## src/rtl/level_round_sequencer.sv

```systemverilog
`default_nettype none
// ============================================================================
// level_round_sequencer: one guessing level - show target, take guesses,
// judge them, and report level done / level fail.      Revision: 1.0
// ============================================================================
module level_round_sequencer #(
  parameter int NUM_ROUNDS     = 4,
  parameter int MAX_WRONG      = 3,
  parameter int SYM_W          = 3,
  parameter int SHOW_CYCLES    = 50000000,
  parameter int TIMEOUT_CYCLES = 250000000
) (
  input  logic             Clk,
  input  logic             reset,
  input  logic             levelStart,
  input  logic             guess_valid,
  input  logic [SYM_W-1:0] guess_data,
  output logic             guess_ready,
  output logic [SYM_W-1:0] target,
  output logic             showTarget,
  output logic [2:0]       roundNum,
  output logic [2:0]       guesses,
  output logic             hit_pulse,
  output logic             miss_pulse,
  output logic             levelDone,
  output logic             levelFail
);

  localparam int TMR_MAX = (SHOW_CYCLES > TIMEOUT_CYCLES) ? SHOW_CYCLES : TIMEOUT_CYCLES;
  localparam int TMR_W   = $clog2(TMR_MAX + 1);
  localparam logic [TMR_W-1:0] SHOW_LAST = TMR_W'(SHOW_CYCLES - 1);
  localparam logic [TMR_W-1:0] WAIT_LAST = TMR_W'(TIMEOUT_CYCLES - 1);
  localparam logic [TMR_W-1:0] TMR_ONE   = TMR_W'(1);
  localparam logic [2:0]       ROUNDS_C  = 3'(NUM_ROUNDS);
  localparam logic [2:0]       WRONG_C   = 3'(MAX_WRONG);

  typedef enum logic [2:0] {
    S_IDLE  = 3'd0,
    S_SHOW  = 3'd1,
    S_WAIT  = 3'd2,
    S_JUDGE = 3'd3,
    S_DONE  = 3'd4,
    S_FAIL  = 3'd5
  } state_t;

  state_t           state_q, state_d;
  logic [7:0]       lfsr_q, lfsr_d;
  logic [TMR_W-1:0] timer_q, timer_d;
  logic [SYM_W-1:0] target_q, target_d;
  logic [2:0]       round_q, round_d;
  logic [2:0]       wrong_q, wrong_d;
  logic             match_q, match_d;
  logic [2:0]       round_inc;
  logic [2:0]       wrong_inc;

  always_ff @(posedge Clk or negedge reset) begin
    if (!reset) begin
      state_q  <= S_IDLE;
      lfsr_q   <= 8'h01;
      timer_q  <= '0;
      target_q <= '0;
      round_q  <= 3'd0;
      wrong_q  <= 3'd0;
      match_q  <= 1'b0;
    end else begin
      state_q  <= state_d;
      lfsr_q   <= lfsr_d;
      timer_q  <= timer_d;
      target_q <= target_d;
      round_q  <= round_d;
      wrong_q  <= wrong_d;
      match_q  <= match_d;
    end
  end

  always_comb begin
    // Fibonacci x^8+x^6+x^5+x^4+1, free-running
    lfsr_d    = {lfsr_q[6:0], lfsr_q[7] ^ lfsr_q[5] ^ lfsr_q[4] ^ lfsr_q[3]};
    state_d   = state_q;
    timer_d   = timer_q;
    target_d  = target_q;
    round_d   = round_q;
    wrong_d   = wrong_q;
    match_d   = match_q;
    round_inc = round_q + 3'd1;
    wrong_inc = wrong_q + 3'd1;

    if (state_q != S_IDLE && !levelStart) begin
      // abort: counters clear and no judgement is made
      state_d  = S_IDLE;
      timer_d  = '0;
      target_d = '0;
      round_d  = 3'd0;
      wrong_d  = 3'd0;
      match_d  = 1'b0;
    end else begin
      case (state_q)
        S_IDLE: begin
          timer_d  = '0;
          target_d = '0;
          round_d  = 3'd0;
          wrong_d  = 3'd0;
          match_d  = 1'b0;
          if (levelStart) begin
            state_d  = S_SHOW;
            target_d = lfsr_q[SYM_W-1:0];
          end
        end
        S_SHOW: begin
          if (timer_q == SHOW_LAST) begin
            state_d = S_WAIT;
            timer_d = '0;
          end else begin
            timer_d = timer_q + TMR_ONE;
          end
        end
        S_WAIT: begin
          // an accepted guess takes priority over an expiring timeout
          if (guess_valid) begin
            match_d = (guess_data == target_q);
            state_d = S_JUDGE;
            timer_d = '0;
          end else if (timer_q == WAIT_LAST) begin
            match_d = 1'b0;
            state_d = S_JUDGE;
            timer_d = '0;
          end else begin
            timer_d = timer_q + TMR_ONE;
          end
        end
        S_JUDGE: begin
          if (match_q) begin
            round_d = round_inc;
            if (round_inc == ROUNDS_C) begin
              state_d = S_DONE;
            end else begin
              state_d  = S_SHOW;
              target_d = lfsr_q[SYM_W-1:0];
            end
          end else begin
            wrong_d = wrong_inc;
            state_d = (wrong_inc == WRONG_C) ? S_FAIL : S_SHOW;
          end
        end
        S_DONE:  state_d = S_DONE;
        S_FAIL:  state_d = S_FAIL;
        default: state_d = S_IDLE;
      endcase
    end
  end

  assign guess_ready = (state_q == S_WAIT);
  assign showTarget  = (state_q == S_SHOW);
  assign hit_pulse   = (state_q == S_JUDGE) &&  match_q;
  assign miss_pulse  = (state_q == S_JUDGE) && !match_q;
  assign levelDone   = (state_q == S_DONE);
  assign levelFail   = (state_q == S_FAIL);
  assign target      = target_q;
  assign roundNum    = round_q;
  assign guesses     = wrong_q;

endmodule
`default_nettype wire

```

## config.mk

```make
export PLATFORM = sky130hd
export DESIGN_NAME = level_round_sequencer
export DESIGN_NICKNAME = d
export VERILOG_FILES = /design/src/rtl/level_round_sequencer.sv
export SDC_FILE = /design/constraint.sdc
export NUM_CORES = 1
export LEC_CHECK = 0
export ABC_AREA = 1
export BUFFER_PORTS_ARGS = -buffer_cell sky130_fd_sc_hd__buf_2
export CELL_PAD_IN_SITES_DETAIL_PLACEMENT = 0
export CELL_PAD_IN_SITES_GLOBAL_PLACEMENT = 1
export CORE_AREA = 2 2 98 100
export CTS_BUF_LIST = sky130_fd_sc_hd__clkbuf_4 sky130_fd_sc_hd__clkbuf_8 sky130_fd_sc_hd__clkbuf_16
export DETAILED_ROUTE_END_ITERATION = 8
export DIE_AREA = 0 0 100 102
export HOLD_SLACK_MARGIN = 0.08
export PLACE_DENSITY_LB_ADDON = 0.15
export SYNTH_ARGS = -nofsm -noshare
export SYNTH_HDL_FRONTEND = slang
export SYNTH_SLANG_ARGS = --single-unit
```

## constraint.sdc

```tcl
create_clock -name Clk -period 3.1 [get_ports Clk]
set_input_delay 0.31 -clock Clk [delete_from_list [all_inputs] [get_ports Clk]]
set_output_delay 0.31 -clock Clk [all_outputs]
set_load 0.02 [all_outputs]
```

==> Yosys cells after proc, flatten, opt, wreduce, memory -nomap -nowiden <==
Cells that the tools add are included.
{ "word_totals": {"reg_bits": 49, "wordCells": 73, "input_bits": 7, "out_inout_bits": 15} }
{ "op_classes": {"n_eq_ne": 16, "mux": 29, "reduce_logical": 15, "n_addsub": 3, "bitwise_logic": 3} }
{ "op_table": {"columns": ["cell", "n"], "rows": [
  ["$mux 28", 4],
  ["$pmux 28 s3", 1],
  ["$mux 3", 16],
  ["$add 28x1->28 const B", 1],
  ["$eq 28x26->1 const B", 1],
  ["$eq 28x28->1 const B", 1],
  ["$pmux 3 s2", 3],
  ["$pmux 3 s6", 1],
  ["$ne 3x3->1 const B", 4],
  ["$eq 3x2->1 const B", 3],
  ["$eq 3x3->1 const B", 3],
  ["$reduce_bool 3->1", 3],
  ["$add 3x1->3 const B", 2],
  ["$reduce_and 2->1", 3],
  ["$reduce_and 3->1", 2],
  ["$ne 4x2->1 const B", 1],
  ["$reduce_bool 4->1", 1],
  ["$eq 3x1->1 const B", 1],
  ["$eq 3x3->1", 1],
  ["$logic_and 1x1->1", 3],
  ["$logic_not 3->1", 1],
  ["$mux 1", 3],
  ["$ne 3x1->1 const B", 1],
  ["$xor 1x1->1", 3],
  ["2 further kinds", 3]
]} }

==> Logic depth before layout (Yosys ltp) <==
Gate-level depths: netlist of run 1.
{ "depth": {"word_depth": 6, "mapped_depth": 11, "depth_no_buf": 11} }

==> Worst setup path before layout of run 1 <==
OpenSTA, ideal clock, no wires.
{ "synth_timing": {"path_kind": "register to register", "start": "reg timer_q[0]", "end": "reg timer_q[26]", "setup_ns": 0.116, "arrival_ns": 1.377, "path_stages_with_launch": 12, "path_buffers": 1, "required_time_ns": 2.984, "slack_ns": 1.607, "period_less_slack_ns": 1.493, "path_cell_list": "dfrtp_1 -> ha_1 -> nand2_1 -> nor2_4 -> nand2_2 -> nor2_1 -> nand2_1 -> nand3_2 -> nand2_4 -> buf_6 -> nand2_1 -> nand2_1"} }
{ "synth_via": {"elab_chain_len": 5, "elab_cells_between_ends": 8, "cone_classes": "add/sub (1); eq/ne (2); mux (5)"} }
{ "synth_rtl": {"columns": ["item", "line_no", "text"], "rows": [
  ["from (decl)", "48", "logic [TMR_W-1:0] timer_q, timer_d;"],
  ["from (signal assigned)", "68", "timer_q <= timer_d;"],
  ["$add 28x1->28 or $eq 28x28->1 (tied branches)", "114, 128, 123", null],
  ["$mux 28", "123", "end else if (timer_q == WAIT_LAST) begin"],
  ["$mux 28", "119", "if (guess_valid) begin"],
  ["$pmux 28 s3 (*)", "97", "case (state_q)"],
  ["$mux 28 (*)", "88", "if (state_q != S_IDLE && !levelStart) begin"]
]} }
Mark *: on every way between the ends. The rest lies on a longest branch, timed or not.
A chain may end at the register's enable or synchronous reset.

==> Worst setup path in the final report of run 1 <==
{ "layout_timing": {"start": "reg state_q[1]", "end": "reg timer_q[5]"} }
{ "layout_via": {"elab_chain_len": 3, "elab_cells_between_ends": 8, "cone_classes": "eq/ne (2); mux (2); reduce/logical (4)"} }
{ "layout_rtl": {"columns": ["item", "line_no", "text"], "rows": [
  ["from (decl)", "46", "state_t state_q, state_d;"],
  ["from (signal assigned)", "66", "state_q <= state_d;"],
  ["$eq 3x2->1 (tied with other cells)", "97", null],
  ["$pmux 28 s3 or $logic_and 1x1->1 (tied branches)", "97, 88", null],
  ["$mux 28 or $reduce_bool 4->1 (tied branches)", null, null]
]} }
Several ways; a longest one is shown, not always the timed one.

==> results_dict.tcl, run 1 <==
set metrics [dict create \
    cts_sinks 49 \
    min_path_cells 3 \
    ant_nets 0 \
    cts-root-buf "clkbuf_8" \
    grt_max_degree 29 \
    die_area_sq_mm 0.0102 \
    final_nets 477 \
    cp_max_fo 11 \
    syn_inst 440 \
    max-slew-margin-rel_pct 64.6 \
    drt-initial-drc-count 91 \
    drcViolationCount 0 \
    synth-edff-count 0 \
    cp.required_ps 3310 \
    startpoint_type "flop" \
    synth_area_leaders "dfrtp_1, nand2_1, nor2_1" \
    avgSynthCellArea_sq_um 7.05 \
    wl_per_cell_um 12.9 \
    min_from "guess_valid" \
    fp-row-count 35 \
    worst_r2r_startpoint "state_q[1]" \
    fillCellCount 989 \
    holdCritPathClass "in -> reg" \
    critical_path.endpoint_type "flop" \
    cts.clk_slew.worst_paths_ps 110 \
    areaGrowthSynthToFinish_pct 10.3 \
    start_util_pct 34.0 \
    startpoint "state_q[1]" \
    ys_seq_area_share_pct 39.6 \
    ys_ff_latch 49 \
    gp_congestion 0.813 \
    rr_worst_depth 9 \
    insertion_delay_ps 320 \
    power_density_mw_per_mm2 462 \
    worst_slew_pin_slew_ps 530 \
    crit_path_frequent_cell "inv_1" \
    timing.final.crit_share_pct 56.3 \
    leakagePower_uw 0.00172 \
    setup_viol 0 \
    core_sq_mm 0.00911 \
    clockBufferDepth 2 \
    syn-num-nets 452 \
    ys_types 31 \
    cap_violations 0 \
    drt_wl_total_um 7470 \
    fin_crit_ps 1750 \
    drive_gt1_share_pct 14.2 \
    antenna_found_initial 0 \
    path_class "reg -> reg" \
    cts_setup_buffers 0 \
    clock_skew_ps 19.1 \
    yosysTopAreaCellShare_pct 38.7 \
    place.port_buffers 21 \
    fmax_mhz 573 \
    async_reset_ff_share_pct 100 \
    grt_pass1_wl_um 12800 \
    crit_path_top_delay_cell "dfrtp_1" \
    ios 22 \
    ir_drop_uv 249 \
    regArea_sq_mm 0.00123 \
    diodes 0 \
    ys_warn_count 0 \
    dp_cells 568 \
    status "completed" \
    grt_pass1_vias 2590 \
    netlist_area_sq_mm 0.00310 \
    yosysTopAreaCell "dfrtp_1" \
    cts_htree_levels 2 \
    drv_slew 0 \
    slowest_delay_ps 450 \
    fp.dieW_um 100 \
    viasPerCell 4.60 \
    tns_ps 0 \
    cts_tree "done" \
    ys.flop_type "dfrtp_1" \
    stdcell_count 577 \
    vias 2655 \
    die_h_um 102 \
    grt_overflow_total 0 \
    dr.pass1.iters 4 \
    multi_input_area_sq_mm 0.00162 \
    dp_hpwl_um 5860 \
    rsz0062_at_grt "false" \
    critical_path_arrival_ps 1960 \
    cts_buffers 5 \
    hold_viol_final 0 \
    cp_cell_sequence "inv_1, nand2_2, nand2_1, nor2_2, nor2_1, xnor2_1, inv_1, nand2_1, inv_1" \
    grt_usage_pct 16.1 \
]
Yosys cell counts, types with 4 or more instances:
| cell | instances |
|---|---|
| xor2_1 | 16 |
| dfrtp_1 | 48 |
| nand2_2 | 11 |
| inv_1 | 50 |
| a21oi_1 | 4 |
| xnor2_1 | 6 |
| inv_2 | 4 |
| nand3_1 | 21 |
| o21ai_0 | 7 |
| nor3_1 | 4 |
| nor2_2 | 6 |
| nand2_1 | 159 |
| nand4_1 | 9 |
| nor2_1 | 62 |
| ha_1 | 5 |
through the flow:
step	util, %	worst slack [ps]	power (uW)	cell area (sq um)	hold WS, ps
2_1_floorplan	-	1610	1060	3100	14.4
3_3_place_gp	36.4	1330	1190	3310	321
3_5_place_dp	36.4	1340	1190	3310	319
4_1_cts	37.5	1310	1620	3420	236
5_1_grt	37.5	1150	1700	3420	258
6_report	37.5	1350	1580	3420	244
sequential cells by signal, summed over array words and instances, names as in the netlist:
name / count
guesses: 3
lfsr_q: 8
match_q: 1
roundNum: 3
state_q: 3
target: 3
timer_q: 28
cell usage in the layout (no fill, tap or decap), types with 7 or more instances in the layout:
| cell | instances |
|---|---|
| buf_2 | 21 |
| nand2_1 | 159 |
| nor2_1 | 62 |
| o21ai_0 | 7 |
| nand4_1 | 9 |
| nand3_1 | 21 |
| inv_1 | 50 |
| xor2_1 | 16 |
| dfrtp_1 | 48 |
| nand2_2 | 11 |
final cells by class:
class	instances	share of cell area (%)
Multi-Input combinational cell	330	47.4
Sequential cell	49	35.9
Inverter	55	6.04
Tap cell	111	4.06
Timing Repair Buffer	24	3.81
Clock buffer	5	2.01
Clock inverter	3	0.769
repair_timing:
| item | 4_1_cts | 5_1_grt |
|---|---|---|
| resized for setup | 0 | 0 |
| hold buffers | 1 | 0 |
| endpoints found under the hold margin | 21 | 0 |
path summary, 6_finish.rpt:
path,end,slack [ps]
max reg2reg,timer_q[5],1350
max in group asynchronous,lfsr_q[0],1770
max,timer_q[5],1350
min in group asynchronous,timer_q[18],500
min reg2reg,lfsr_q[7],370
min,match_q,240
critical path: cells and delay by family, from the launching register on:
family        cells  cell delay [ps]
simple gates      5              820
xor+xnor          1              170
buf+inv           3              200
flops             1              450
kinds of logic after synthesis:
group | Yosys count | synth area share [%]
simple gates | 287 | 40.9
compound gates | 16 | 3.11
xor+xnor | 22 | 6.21
buf+inv | 61 | 8.15
flops | 49 | 39.6
fa+ha+maj | 5 | 2.02
where the power goes:
| group | total [uW] | internal (uW) | leakage [uW] | switching [uW] |
|---|---|---|---|---|
| combinational | 469 | 121 | 0.000995 | 348 |
| sequential | 695 | 664 | 0.000677 | 31.8 |
| clock | 416 | 168 | 0.0000495 | 248 |
routing by layer:
| layer | up-vias | routed length (um) | GRT usage [%] |
|---|---|---|---|
| met4 | 0 | 91 | 4.53 |
| li1 | 1396 | - | - |
| met5 | - | 0 | 0 |
| met3 | 7 | 213 | 2.94 |
| met2 | 25 | 3300 | 25.0 |
| met1 | 1227 | 3860 | 23.1 |
(Power assumes the default switching activity.)
==> run 2: changes to the inputs <==
--- a/config.mk
+++ b/config.mk
@@ -5,14 +5,14 @@
 export SDC_FILE = /design/constraint.sdc
 export NUM_CORES = 1
 export LEC_CHECK = 0
-export ABC_AREA = 1
+export ABC_AREA = 0
 export BUFFER_PORTS_ARGS = -buffer_cell sky130_fd_sc_hd__buf_2
 export CELL_PAD_IN_SITES_DETAIL_PLACEMENT = 0
 export CELL_PAD_IN_SITES_GLOBAL_PLACEMENT = 1
-export CORE_AREA = 2 2 98 100
+export CORE_AREA = 2 2 95 97
 export CTS_BUF_LIST = sky130_fd_sc_hd__clkbuf_4 sky130_fd_sc_hd__clkbuf_8 sky130_fd_sc_hd__clkbuf_16
 export DETAILED_ROUTE_END_ITERATION = 8
-export DIE_AREA = 0 0 100 102
+export DIE_AREA = 0 0 97 99
 export HOLD_SLACK_MARGIN = 0.08
 export PLACE_DENSITY_LB_ADDON = 0.15
 export SYNTH_ARGS = -nofsm -noshare
==> constraint.sdc (replaced) <==
create_clock -name Clk -period 1.49 [get_ports Clk]
set_input_delay 0.149 -clock Clk [delete_from_list [all_inputs] [get_ports Clk]]
set_output_delay 0.149 -clock Clk [all_outputs]
set_load 0.02 [all_outputs]
==> run 2 against run 1 <==
The run now ends with setup timing left. Register-to-register slack worse by 1700 ps. Hold slack got worse by 48 ps. Synthesized area fell by 6.3%. Wire length up 11%. Critical path depth fell by 2. Clock power rose by 140%. First-iteration DRC count grew 49%. Design area up 27%. Die area down 5.9%. Sequential cell count did not move. Global-route usage grew 1.8 points. Via count is 2.1% higher. Critical path type unchanged. Critical endpoint is now timer_q[19]. Largest power group unchanged.
==> results_dict.tcl, run 2 <==
set metrics [dict create \
    reg.largest.list "timer_q (28), lfsr_q (8)" \
    cp.depth 7 \
    synth_area_leaders "dfrtp_1, nand2_1, mux2i_1" \
    core_sq_mm 0.00855 \
    diodes 0 \
    syn_inst 297 \
    grt_overflow_total 0 \
    worst_slew_pin_slew_ps 350 \
    drcViolationCount 0 \
    slowest_delay_ps 420 \
    cp_top_family "simple AND/OR/NAND/NOR gates" \
    ios 22 \
    critical_path.endpoint_type "flop" \
    cts_tree "done" \
    insertion_delay_ps 310 \
    drt_wl_total_um 8280 \
    cap_violations 0 \
    cts_buffers 5 \
    hold_slack_ps 196 \
    rsz0062_at_grt "true" \
    rr_worst_depth 7 \
    cts_htree_levels 2 \
    fmax_mhz 557 \
    timing.final.crit_share_pct 121 \
    dr.pass1.iters 4 \
    ir_drop_uv 367 \
    finalPower_uw 3050 \
    layout_common_cells "buf_4, dfrtp_1, nand2_1" \
    wl_per_cell_um 15.8 \
    failed_checks "setup timing" \
    power_density_mw_per_mm2 703 \
    place.port_buffers 21 \
    setup_viol 43 \
    areaGrowthSynthToFinish_pct 49.3 \
    ant_nets 0 \
    avgSynthCellArea_sq_um 9.79 \
    gp_congestion 0.787 \
    grt_pass1_wl_um 13800 \
    fp.dieW_um 97 \
    ys.flop_type "dfrtp_1" \
    netlist_area_sq_mm 0.00291 \
    antenna_found_initial 0 \
    clockBufferDepth 2 \
    ys_seq_area_share_pct 42.2 \
    min_path_cells 4 \
    ys_types 59 \
    drv_slew 0 \
    hold_viol_final 0 \
    drt-initial-drc-count 136 \
    ys_warn_count 0 \
    path_class "reg -> reg" \
    yosysTopAreaCellShare_pct 41.3 \
    grt_usage_pct 17.9 \
    holdCritPathClass "in -> reg" \
    vias 2711 \
    cts.clk_slew.worst_paths_ps 100 \
    fin_crit_ps 1800 \
    max-slew-margin-rel_pct 76.5 \
    yosysMostFrequentCell "dfrtp_1" \
    fin_ws_ps -307 \
    critical_path_arrival_ps 1980 \
    path_buf_inv 2 \
    synth-edff-count 0 \
    dp_hpwl_um 5940 \
    crit_path_top_delay_cell "nor4_4" \
    post-route-util_pct 50.8 \
    regArea_sq_mm 0.00123 \
    grt_max_degree 50 \
    die_h_um 99 \
    cts-root-buf "clkbuf_8" \
    leakagePower_uw 0.00197 \
    cp_cell_sequence "nand4_1, nor4_4, o22ai_4, buf_6, nor2_4, buf_12, o21ai_1" \
    ys_ff_latch 49 \
    final_nets 427 \
    drive_gt1_share_pct 48.8 \
    synth.cells.most_frequent "dfrtp_1, nand2_1, nor3_1" \
    fillCellCount 803 \
    syn-num-nets 309 \
    startpoint_type "flop" \
    final_common_cell "buf_4" \
    multi_input_area_sq_mm 0.00175 \
    yosysTopAreaCell "dfrtp_1" \
    clock_skew_ps 12.0 \
    cp.required_ps 1670 \
    status "finished, violations left" \
    grt_pass1_vias 2734 \
    cp_max_fo 15 \
    viasPerCell 5.17 \
    async_reset_ff_share_pct 100 \
    regMostFlops "timer_q" \
    largest_register_ff_count 28 \
    die_area_sq_mm 0.00960 \
    fp-row-count 34 \
    cts_sinks 49 \
    start_util_pct 34.0 \
]
run 2: cell types whose count changed in the layout (fill, tap and decap cells not counted), moves of 9 or more:
| cell | before | now |
|---|---|---|
| buf_4 | 2 | 85 |
| buf_6 | 0 | 17 |
| inv_1 | 50 | 10 |
| mux2i_1 | 0 | 10 |
| nand2_1 | 159 | 39 |
| nand2_2 | 11 | 2 |
| nand3_1 | 21 | 10 |
| nor2_1 | 62 | 5 |
| xor2_1 | 16 | 4 |
run 2: where the power goes:
part / switching, uW / internal [uW]
Sequential: 35.0 / 1360
Clock: 482 / 503
Combinational: 336 / 334
Total: 852 / 2200
run 2: what timing repair did:
action,in CTS,in global routing
endpoints found under the hold margin,48,0
hold buffers,1,0
resized for setup,55,27
endpoints found under the setup margin,42,45
setup buffers,14,11
pin swaps,9,10
run 2: worst reg2reg max path, stage by stage, from the launching register on:
cell and delay (ps):
dfrtp_1 390, nand4_1 190, nor4_4 420, o22ai_4 160
buf_6 170, nor2_4 100, buf_12 160, o21ai_1 90
run 2: final timing paths:
| path | end | slack, ps | start |
|---|---|---|---|
| worst min-delay path | match_q | 200 | guess_data[1] |
| worst min register to register | lfsr_q[7] | 360 | lfsr_q[6] |
| min in group asynchronous | lfsr_q[7] | 350 | reset |
| worst max-delay path | timer_q[19] | -310 | timer_q[23] |
| max in group asynchronous | lfsr_q[0] | 860 | reset |
| worst max register to register | timer_q[19] | -310 | timer_q[23] |
run 2: cell families (layout without fill, tap and decap cells):
kind of cell	Yosys count	after routing	share of synthesized area [%]
flops	49	49	42.2
fa+ha+maj	5	5	2.15
simple gates	133	133	27.3
compound gates	67	67	17.7
mux	10	10	3.44
xor+xnor	7	7	2.11
buf+inv	26	145	5.08
run 2: cell type report:
class | count | share of cell area, %
sequential | 49 | 28.4
clock buffer | 5 | 1.59
inverter | 11 | 0.951
tap | 108 | 3.11
multi-input combinational | 222 | 40.3
clock inverter | 3 | 1.07
timing repair buffer | 126 | 24.5
run 2: per-stage QoR:
step	cells	setup slack, ps	instance area (sq um)	setup TNS, ps
floorplan	297	-165	2960	-3160
global placement	493	-391	3770	-9300
detailed placement	493	-367	3770	-9120
CTS	516	-312	4190	-8380
global route	524	-400	4340	-12150
finish	524	-307	4340	-8530
run 2: metal layers:
| layer | GRT usage (%) | routed length (um) |
|---|---|---|
| met1 | 22.9 | 3680 |
| met2 | 31.7 | 4230 |
| met3 | 2.98 | 273 |
| met4 | 4.01 | 95 |
| met5 | 0 | 0 |
